**src/rtl/divisor_seq.sv**
```systemverilog
// divisor_seq: restoring signed divider, one quotient bit per clock.
// Div_Lo = quotient truncated toward zero, Div_Hi = remainder with the dividend's sign.
//
// state   | meaning
// S_IDLE  | wait for Div_control; a zero divisor branches to S_DZERO
// S_RUN   | one restoring step per cycle on the magnitudes, WIDTH steps
// S_DONE  | sign-correct and publish Div_Hi/Div_Lo, pulse Div_done
// S_DZERO | pulse Div_zero, previous Div_Hi/Div_Lo are kept
module divisor_seq #(
  parameter int WIDTH = 32
) (
  input  logic             clk,
  input  logic             reset,
  input  logic             Div_control,
  input  logic [WIDTH-1:0] RegA_in,
  input  logic [WIDTH-1:0] RegB_in,
  output logic             Div_busy,
  output logic             Div_done,
  output logic             Div_zero,
  output logic [WIDTH-1:0] Div_Hi,
  output logic [WIDTH-1:0] Div_Lo
);

  localparam int CW = $clog2(WIDTH);
  localparam logic [CW-1:0] CNT_LAST = CW'(WIDTH - 1);
  localparam logic [CW-1:0] CNT_ONE  = CW'(1);

  typedef enum logic [1:0] {
    S_IDLE,
    S_RUN,
    S_DONE,
    S_DZERO
  } state_t;

  state_t           r_state;
  logic [CW-1:0]    r_cnt;
  logic [WIDTH-1:0] r_dvd;
  logic [WIDTH-1:0] r_dvs;
  logic [WIDTH-1:0] r_rem;
  logic             r_sign_q;
  logic             r_sign_r;
  logic             r_busy;
  logic             r_done;
  logic             r_zero;
  logic [WIDTH-1:0] r_hi;
  logic [WIDTH-1:0] r_lo;

  logic [WIDTH-1:0] w_abs_a;
  logic [WIDTH-1:0] w_abs_b;
  logic [WIDTH:0]   w_rem_sh;
  logic [WIDTH-1:0] w_rem_sub;
  logic             w_ge;

  // Magnitude of the most negative value wraps to itself, which is the correct unsigned value.
  assign w_abs_a = RegA_in[WIDTH-1] ? -RegA_in : RegA_in;
  assign w_abs_b = RegB_in[WIDTH-1] ? -RegB_in : RegB_in;

  // The shifted remainder needs WIDTH+1 bits for the compare; after subtracting it fits in WIDTH.
  assign w_rem_sh  = {r_rem, r_dvd[WIDTH-1]};
  assign w_ge      = (w_rem_sh >= {1'b0, r_dvs});
  assign w_rem_sub = w_rem_sh[WIDTH-1:0] - r_dvs;

  always_ff @(posedge clk) begin
    if (reset) begin
      r_state  <= S_IDLE;
      r_cnt    <= '0;
      r_dvd    <= '0;
      r_dvs    <= '0;
      r_rem    <= '0;
      r_sign_q <= 1'b0;
      r_sign_r <= 1'b0;
      r_busy   <= 1'b0;
      r_done   <= 1'b0;
      r_zero   <= 1'b0;
      r_hi     <= '0;
      r_lo     <= '0;
    end else begin
      r_done <= 1'b0;
      r_zero <= 1'b0;
      case (r_state)
        S_IDLE: begin
          if (Div_control) begin
            if (RegB_in == '0) begin
              r_state <= S_DZERO;
            end else begin
              r_dvd    <= w_abs_a;
              r_dvs    <= w_abs_b;
              r_rem    <= '0;
              r_cnt    <= '0;
              r_sign_q <= RegA_in[WIDTH-1] ^ RegB_in[WIDTH-1];
              r_sign_r <= RegA_in[WIDTH-1];
              r_busy   <= 1'b1;
              r_state  <= S_RUN;
            end
          end
        end
        S_RUN: begin
          r_rem <= w_ge ? w_rem_sub : w_rem_sh[WIDTH-1:0];
          r_dvd <= {r_dvd[WIDTH-2:0], w_ge};
          r_cnt <= r_cnt + CNT_ONE;
          if (r_cnt == CNT_LAST) begin
            r_state <= S_DONE;
          end
        end
        S_DONE: begin
          r_lo    <= r_sign_q ? -r_dvd : r_dvd;
          r_hi    <= r_sign_r ? -r_rem : r_rem;
          r_done  <= 1'b1;
          r_busy  <= 1'b0;
          r_state <= S_IDLE;
        end
        S_DZERO: begin
          r_zero  <= 1'b1;
          r_state <= S_IDLE;
        end
        default: r_state <= S_IDLE;
      endcase
    end
  end

  assign Div_busy = r_busy;
  assign Div_done = r_done;
  assign Div_zero = r_zero;
  assign Div_Hi   = r_hi;
  assign Div_Lo   = r_lo;

endmodule

```
**config.mk**
```make
export PLATFORM = sky130hd
export DESIGN_NAME = divisor_seq
export DESIGN_NICKNAME = d
export VERILOG_FILES = /design/src/rtl/divisor_seq.sv
export SDC_FILE = /design/constraint.sdc
export NUM_CORES = 1
export LEC_CHECK = 0
export ABC_AREA = 0
export CAP_MARGIN = 20
export CORE_MARGIN = 5
export CORE_UTILIZATION = 50
export CTS_CLUSTER_DIAMETER = 100
export DETAILED_ROUTE_END_ITERATION = 8
export DONT_BUFFER_PORTS = 1
export PLACE_DENSITY_LB_ADDON = 0.15
export SYNTH_ARGS = -nofsm -noshare
export SYNTH_HDL_FRONTEND = slang
export SYNTH_SLANG_ARGS = --single-unit
```
**constraint.sdc**
```tcl
create_clock -name clk -period 4.4 [get_ports clk]
set_input_delay 0.66 -clock clk [delete_from_list [all_inputs] [get_ports clk]]
set_output_delay 0.66 -clock clk [all_outputs]
set_load 0.02 [all_outputs]
```
## Word level (Yosys, flattened, before mapping)

Index checks and enable logic that the tools add are counted.

| word-level totals | value |
|---|---|
| output and inout bits | 67 |
| register bits after elaboration | 172 |
| logic and storage cells | 60 |

| cells by class | value |
|---|---|
| equality and inequality tests | 7 |
| magnitude comparators | 1 |
| reductions and logical operators | 9 |
| $add $sub $neg | 6 |
| muxes and demuxes | 23 |
| bitwise logic cells | 2 |

Operator list:

| operator | number |
|---|---|
| $mux W32 | 9 |
| $neg A32 Y32 | 4 |
| $pmux W32 S2 | 2 |
| $ge A33 B32 Y1 | 1 |
| $logic_not A32 Y1 | 1 |
| $sub A32 B32 Y32 | 1 |
| $mux W5 | 2 |
| $pmux W5 S2 | 1 |
| $reduce_and A3 Y1 | 3 |
| $mux W2 | 3 |
| $ne A2 B2 Y1 const B | 3 |
| $pmux W2 S3 | 1 |
| $add A5 B1 Y5 const B | 1 |
| $eq A5 B5 Y1 const B | 1 |
| $eq A2 B2 Y1 const B | 2 |
| $mux W1 | 4 |
| $reduce_bool A2 Y1 | 2 |
| $eq A2 B1 Y1 const B | 1 |
| $logic_not A2 Y1 | 1 |
| $pmux W1 S2 | 1 |
| $reduce_and A2 Y1 | 1 |
| $reduce_or A2 Y1 | 1 |
| $not A1 Y1 | 1 |
| $xor A1 B1 Y1 | 1 |

## Longest topological paths before layout

Gate-level depths: netlist (run 1).

| logic depth | value |
|---|---|
| depth after elaboration | 5 |
| depth in mapped cells | 13 |

## Least setup slack after synthesis (run 1)

Ideal clock, no wire load.

| timing | value |
|---|---|
| path kind | input port to flip-flop |
| start | input port RegB_in[20] |
| end | register r_dvd[14] |
| data arrival time | 3217 ps |
| path slack | 1061 ps |
| stages on the path | 9 |
| required time | 4278 ps |
| path through | or4_1 -> or4_4 -> or4_4 -> nor4b_4 -> a21oi_2 -> nand2b_2 -> buf_4 -> nor2_1 -> a221o_1 |

| between the ends | value |
|---|---|
| cells in the longest elaborated chain, start to end | 3 |

RTL lines:

| item | line | text |
|---|---|---|
| start, declared | 16 | `input logic [WIDTH-1:0] RegB_in,` |
| $logic_not A32 Y1 | 83 | `if (RegB_in == '0) begin` |
| $ne A2 B2 Y1 (no line) | n/a |  |
| $reduce_and A3 Y1 (no line) | n/a |  |
| end signal, assigned | 86 | `r_dvd <= w_abs_a;` |
| end signal, assigned | 99 | `r_dvd <= {r_dvd[WIDTH-2:0], w_ge};` |
| end, declared | 37 | `logic [WIDTH-1:0] r_dvd;` |

Every way passes these cells.
A chain may end at the register's enable or synchronous reset.

## Final worst setup path (run 1)

| timing | value |
|---|---|
| start | register r_rem[1] |
| end | register r_rem[31] |

| between the ends | value |
|---|---|
| cells in the longest elaborated chain, start to end | 3 |
| elaborated cells between the ends (all ways) | 4 |
| those cells by class | add/sub: 1; order compare: 1; mux: 2 |

RTL lines:

| item | line | text |
|---|---|---|
| start, declared | 39 | `logic [WIDTH-1:0] r_rem;` |
| start signal, assigned | 98 | `r_rem <= w_ge ? w_rem_sub : w_rem_sh[WIDTH-1:0];` |
| $sub A32 B32 Y32 / $ge A33 B32 Y1 (equally long branches) | 61, 60 |  |
| $mux W32 (*) | 98 |  |
| $pmux W32 S2 (*) | 80 | `case (r_state)` |

Mark *: on every way between the ends. The rest lies on a longest branch, timed or not.

==> results of run 1 <==
## per-layer routing
metal / share of wire (%) / global-route usage [%] / vias to the layer above
li1: - / - / 4667
met1: 51 / 35.6 / 4174
met2: 40 / 29.7 / 289
met3: 8.7 / 5.48 / 19
met4: 1.1 / 5.42 / 0
met5: 0 / 0 / -
## path summary, 6_finish.rpt
check,from,endpoint,cells past startpoint
max,r_rem[1],r_rem[31],9
min,reset,Div_Lo[9],1
max reg2reg,r_rem[1],r_rem[31],9
min reg2reg,r_dvs[26],r_dvs[26],2
## state kept, by name, summed over array words and instances (netlist names)
signal,cells
Div_Hi,32
Div_Lo,32
Div_busy,1
Div_done,1
Div_zero,1
r_cnt,5
r_dvd,32
r_dvs,32
r_rem,32
r_sign_q,1
r_sign_r,1
r_state,2
## cells in the final DEF (no fill, tap or decap), types with 17 or more instances in the layout
cell	instances
ha_1	38
nor2_1	166
nor3_1	20
inv_1	48
a211oi_1	95
o21ai_0	80
dfxtp_1	172
o41ai_1	22
clkbuf_16	17
or4_1	17
a221o_1	24
xor2_1	110
a21oi_1	57
nand2_1	113
o31ai_1	35
xnor2_1	39
## through the flow
step                hold slack, ps  cell area [sq um]
global placement               441              10600
global route                   292              11200
detailed placement             447              10600
finish                         319              11200
floorplan                      432              10500
CTS                            282              11200
## power groups by stage
stage	sequential (mW)	clock (mW)	combinational, mW
finish	2.09	1.46	4.52
global route	2.11	1.57	5.10
CTS	2.07	1.50	4.49
detailed placement	2.11	0	4.47
global placement	2.10	0	4.44
floorplan	1.96	0	3.60
## cell type report
class / count / area (sq um)
Inverter: 48 / 180
Multi-Input combinational cell: 1000 / 6560
Sequential cell: 172 / 3440
Clock inverter: 13 / 129
Timing Repair Buffer: 8 / 72.6
Clock buffer: 19 / 443
Fill cell: 2007 / 9650
Tap cell: 275 / 344
## critical path: stages (launching register included)
cell	delay, ps
dfxtp_1	490
ha_1	350
a21oi_1	260
a211oi_1	140
nor3b_1	510
o31ai_1	270
a211oi_4	520
nand2b_1	540
a21oi_1	90
a221o_1	270
## cell families (layout without fill, tap and decap cells)
| kind of cell | count (synthesis) | after routing | share of synthesized area [%] |
|---|---|---|---|
| XOR/XNOR | 149 | 149 | 12.4 |
| AND/OR/NAND/NOR | 416 | 416 | 18.5 |
| AO/OA/AOI/OAI | 388 | 388 | 25.7 |
| buffers and inverters | 133 | 88 | 5.03 |
| multiplexers | 8 | 8 | 0.763 |
| adder cells (fa/ha/maj) | 39 | 39 | 4.72 |
| flip-flops | 172 | 172 | 32.8 |
==> summary.md, run 1 <==
| Metric | Value |
|---|---|
| Cell Area, Synth | `10500 sq um` |
| Initial antenna violation count | `0` |
| Ports | `134` |
| Setup repair bufs after CTS | `0` |
| DP Cell Count | `1503` |
| # hold bufs at CTS | `0` |
| Root Driver | `clkbuf_16` |
| Pwr per Cell Area | `723 nW/um^2` |
| Initial Utilization | `just over 50%` |
| Power share of the clock group | `a little under a fifth` |
| RSZ-0062 raised after global routing | `false` |
| Register area share after synthesis | `32.8%` |
| Pre-antenna DRT Iters | `7` |
| CTS Buf Count | `17` |
| Pins Over Slew Limit | `0` |
| Main flop type after synthesis | `dfxtp_1` |
| Layout area overhead | `6.39%` |
| Post-DP HPWL | `just over 20000 microns` |
| H-tree level count | `4` |
| Synth Instances | `1305` |
| Insertion delay to the later sink of the worst-skew pair | `approximately 440 ps` |
| Worst endpoint required time | `4720 ps` |
| DRT iter0 DRCs | `732` |
| P_leak | `4.15 nW` |
| Post-route ant nets | `0` |
| VDD IR max | `446 uV` |
| Top-count cell post-synth | `dfxtp_1` |
| Final Non-Filler Cells | `1535` |
| Nets@finish | `roughly 1.4k` |
| Diode count | `0` |
| Final Hold Vio Count | `0` |
| Logic pwr share | `56.0%` |
| Total number of vias | `just over 9k` |
| Status | `finished, final reports clean` |
| Place WS | `799 ps` |
| Largest net degree at the start of global routing | `122` |
| Async S/R FF share, synth | `0%` |
| Arrival time at the worst endpoint | `3860 ps` |
| Yosys reg bits | `~170` |
| Max clock buf depth | `2` |
| Slew @ Worst Pin | `1070 ps` |
| First-pass GRT wire length | `approximately 44000 microns` |
| Net Sw Frac | `46.8%` |
| Worst-path clk slew | `70 ps` |
| Crit Path Max Fanout | `14` |
| Final Setup Violations | `0` |
| Share of layout cells above drive strength 1 | `4.44%` |
| Max Clk Rate | `between 0.2 and 0.3 GHz` |
| Full die area | `24000 sq um` |
| Top cells by count, synth | `dfxtp_1 (172), nor2_1 (166), nand2_1 (113)` |
| CTS tree | `done` |
| Final worst setup slack | `between 800 and 900 ps` |
| Final Power | `around 8.1 mW` |
| Synth top area share | `approximately 33%` |
| Clk_skew | `15.0 ps` |
| Clk sinks | `172` |
| Setup slack, reg-to-reg | `870 ps` |
| GRT Resource Usage Total | `about 22%` |
| Synth unique cells | `64` |
| Synth top area cells | `dfxtp_1 (33%), xor2_1 (9.2%), a211oi_1 (6.9%), nor2_1 (5.9%), ha_1 (4.5%)` |
| Syn_area_per_cell | `around 8 sq um` |
| Syn nets | `1411` |
| Crit path capture type | `flip-flop` |
| Yosys warning total | `0` |
| Fin util | `53.6%` |
| Final min period | `3530 ps` |
| Gr ovfl total | `0` |
| Post-synth EDFFs | `0` |
| Part of the cycle the worst path needs | `80.3%` |
| WS Path Type | `reg -> reg` |
| Net switching power | `roughly 3.8 mW` |
| Setup TNS | `0 ps` |
| Via count of the first global-routing pass | `8225` |
| Drt drc | `0` |
| Slew HR | `about 28%` |
| Max-cap viol count | `0` |
| Post-synth top area cell | `dfxtp_1` |
| Flop pwr share | `25.9%` |
| Die span in x | `155 microns` |
| Core area | `20800 sq um` |
| Row count | `53` |
| CP Launch Type | `flip-flop` |
| Via-per-instance ratio | `between 5 and 6` |
| Post-DR wirelength/cell | `17.8 microns` |
| Cts repair resizes | `0` |
| RD Place Congestion | `0.918` |
| WL final | `~27000 microns` |
| Port bufs | `0` |
| Worst hold path type | `in -> reg` |
| Internal Power | `around 4.3 mW` |
| Die Y | `155 microns` |
No activity file was read; power rests on OpenSTA's default activity.
==> run 2, diff against run 1 <==
==> constraint.sdc (replaced) <==
create_clock -name clk -period 3.55 [get_ports clk]
set_input_delay 0.5325 -clock clk [delete_from_list [all_inputs] [get_ports clk]]
set_output_delay 0.5325 -clock clk [all_outputs]
set_load 0.02 [all_outputs]
==> summary.md, run 2 (synthesized netlist as in run 1, its figures left out) <==
| Metric | Value |
|---|---|
| Status | `finished, final reports clean` |
| # fillers | `1969` |
| Final min period | `3170 ps` |
| R2R depth | `13` |
| Max clock buf depth | `2` |
| Area after DPL | `10800 sq um` |
| Share of layout cells above drive strength 1 | `6.53%` |
| Post-DR wirelength/cell | `17.6 microns` |
| Logic pwr share | `58.0%` |
| Crit path capture type | `flip-flop` |
| Slew HR | `a little under a third` |
| Max-cap viol count | `0` |
| Critical-path cell list | `inv_1, ha_1, inv_1, fa_1, a21o_1, a221o_1, a21oi_1, buf_4, nand3_1, a31oi_1, o41ai_1, xnor2_1, o21ai_0` |
| Arrival time at the worst endpoint | `3490 ps` |
| Internal Power | `5.61 mW` |
| VDD IR max | `about 950 uV` |
| Pre-antenna DRT Iters | `5` |
| Pwr per Cell Area | `between 900 and 1000 nW/um^2` |
| Crit path buf inv count | `3` |
| Setup slack, reg-to-reg | `380 ps` |
| Ports | `134` |
| Die span in x | `155 microns` |
| Post-DP HPWL | `20800 microns` |
| Core area | `20800 sq um` |
| Crit path depth | `13` |
| Cts repair resizes | `0` |
| Commonest non-fill, non-tap cell in the layout | `dfxtp_1` |
| Sequential cell area | `3440 sq um` |
| H-tree level count | `4` |
| Net switching power | `between 4 and 5 mW` |
| Gr ovfl total | `0` |
| Insertion delay to the later sink of the worst-skew pair | `440 ps` |
| P_leak | `between 4 and 5 nW` |
| Worst-path cell with the longest stage delay | `fa_1` |
| Final Non-Filler Cells | `between 1.5k and 2k` |
| Layout area overhead | `9.30%` |
| CP max stage delay | `~400 ps` |
| Full die area | `~24000 sq um` |
| Worst path most repeated cell | `inv_1` |
| Total number of vias | `9134` |
| CTS Buf Count | `17` |
| Power share of the clock group | `18.1%` |
| Diode count | `0` |
| CP startpoint | `r_dvd[31]` |
| CP Launch Type | `flip-flop` |
| Multi-input combinational cell area | `6560 sq um` |
| WL final | `27500 microns` |
| CTS tree | `done` |
| Post-route ant nets | `0` |
| Worst hold path type | `in -> reg` |
| Row count | `53` |
| Worst-path clk slew | `80 ps` |
| Flop pwr share | `23.9%` |
| Via-per-instance ratio | `around 5.8` |
| Port bufs | `0` |
| Initial antenna violation count | `0` |
| DP Cell Count | `1529` |
| Crit-path leading delay family | `compound AO/OA/AOI/OAI gates` |
| RSZ-0062 raised after global routing | `false` |
| Die Y | `around 150 microns` |
| Setup TNS | `0 ps` |
| Part of the cycle the worst path needs | `89.4%` |
| Slew @ Worst Pin | `approximately 1000 ps` |
| FF-to-FF Start | `r_dvd[31]` |
| # hold bufs at CTS | `0` |
| Crit Path Max Fanout | `3` |
| Nets@finish | `1380` |
| First-pass GRT wire length | `44300 microns` |
| Initial Utilization | `50.4%` |
| Max Clk Rate | `~0.32 GHz` |
| Setup repair bufs after CTS | `0` |
| Final instance area | `11500 sq um` |
| GRT Resource Usage Total | `22.6%` |
| DRT iter0 DRCs | `667` |
| Fin util | `55.1%` |
| Root Driver | `clkbuf_16` |
| Final Setup Violations | `0` |
| Final Hold Vio Count | `0` |
| WS Path Type | `reg -> reg` |
| Reg2reg end | `r_rem[28]` |
| RD Place Congestion | `0.909` |
| Net Sw Frac | `between 40% and 50%` |
| Worst Setup EP | `r_rem[28]` |
| Worst endpoint required time | `3860 ps` |
| Clk sinks | `roughly 170` |
| Largest net degree at the start of global routing | `~120` |
| Most frequent cells in the layout | `dfxtp_1 (172), nor2_1 (166), nand2_1 (113)` |
| Drt drc | `0` |
| Via count of the first global-routing pass | `8184` |
| Pins Over Slew Limit | `0` |
| Clk_skew | `11.1 ps` |
## run 2: worst min path at each step
stage               depth (start not counted)  startpoint          to
floorplan                                   2   r_dvs[26]   r_dvs[26]
global placement                            2   r_dvs[31]   r_dvs[31]
detailed placement                          2   r_dvs[31]   r_dvs[31]
CTS                                         1       reset  Div_Lo[10]
global route                                1       reset  Div_Lo[11]
finish                                      1       reset   Div_Lo[9]
## run 2: layer usage
metal | share of wire (%) | up-vias | GRT usage (%)
met4 | 1.3 | 0 | 5.47
met3 | 7.3 | 18 | 5.01
met2 | 39 | 261 | 29.9
met5 | 0 | - | 0
li1 | - | 4727 | -
met1 | 52 | 4128 | 36.4
## run 2: worst register-to-register path, stage by stage (launching register included)
cell and delay (ps):
dfxtp_1 360, inv_1 130, ha_1 170, inv_1 50, fa_1 400, a21o_1 210, a221o_1 350, a21oi_1 260
buf_4 180, nand3_1 80, a31oi_1 320, o41ai_1 140, xnor2_1 280, o21ai_0 120
## run 2: layout make-up
type,instances,area share (%)
clock buffer,17,3.71
clock inverter,15,1.67
inverter,48,1.57
multi-input combinational,1000,57.1
sequential,172,30.0
tap,275,3.00
timing repair buffer,35,2.90
## run 2: power by group through the flow
stage	logic, mW	registers, mW	clock network (mW)
after detailed placement	5.96	2.53	0
after CTS	5.99	2.49	1.94
final	6.06	2.50	1.89
after floorplan	4.47	2.42	0
after global routing	6.72	2.53	2.03
after global placement	5.95	2.53	0
## run 2: metrics by stage
| step | setup WS, ps | power, mW | hold WS (ps) |
|---|---|---|---|
| 2_1_floorplan | 338 | 6.89 | 432 |
| 3_3_place_gp | 173 | 8.48 | 437 |
| 3_5_place_dp | 118 | 8.49 | 440 |
| 4_1_cts | 426 | 10.4 | 153 |
| 5_1_grt | 243 | 11.3 | 156 |
| 6_report | 377 | 10.4 | 183 |
==> run 3, diff against run 2 <==
--- a/config.mk
+++ b/config.mk
@@ -6,6 +6,7 @@
 export NUM_CORES = 1
 export LEC_CHECK = 0
 export ABC_AREA = 0
+export ABC_CLOCK_PERIOD_IN_PS = 3550
 export CAP_MARGIN = 20
 export CORE_MARGIN = 5
 export CORE_UTILIZATION = 50
==> results of run 3 <==
Same layout as run 2: the final DEF is identical, and so are final timing and power.
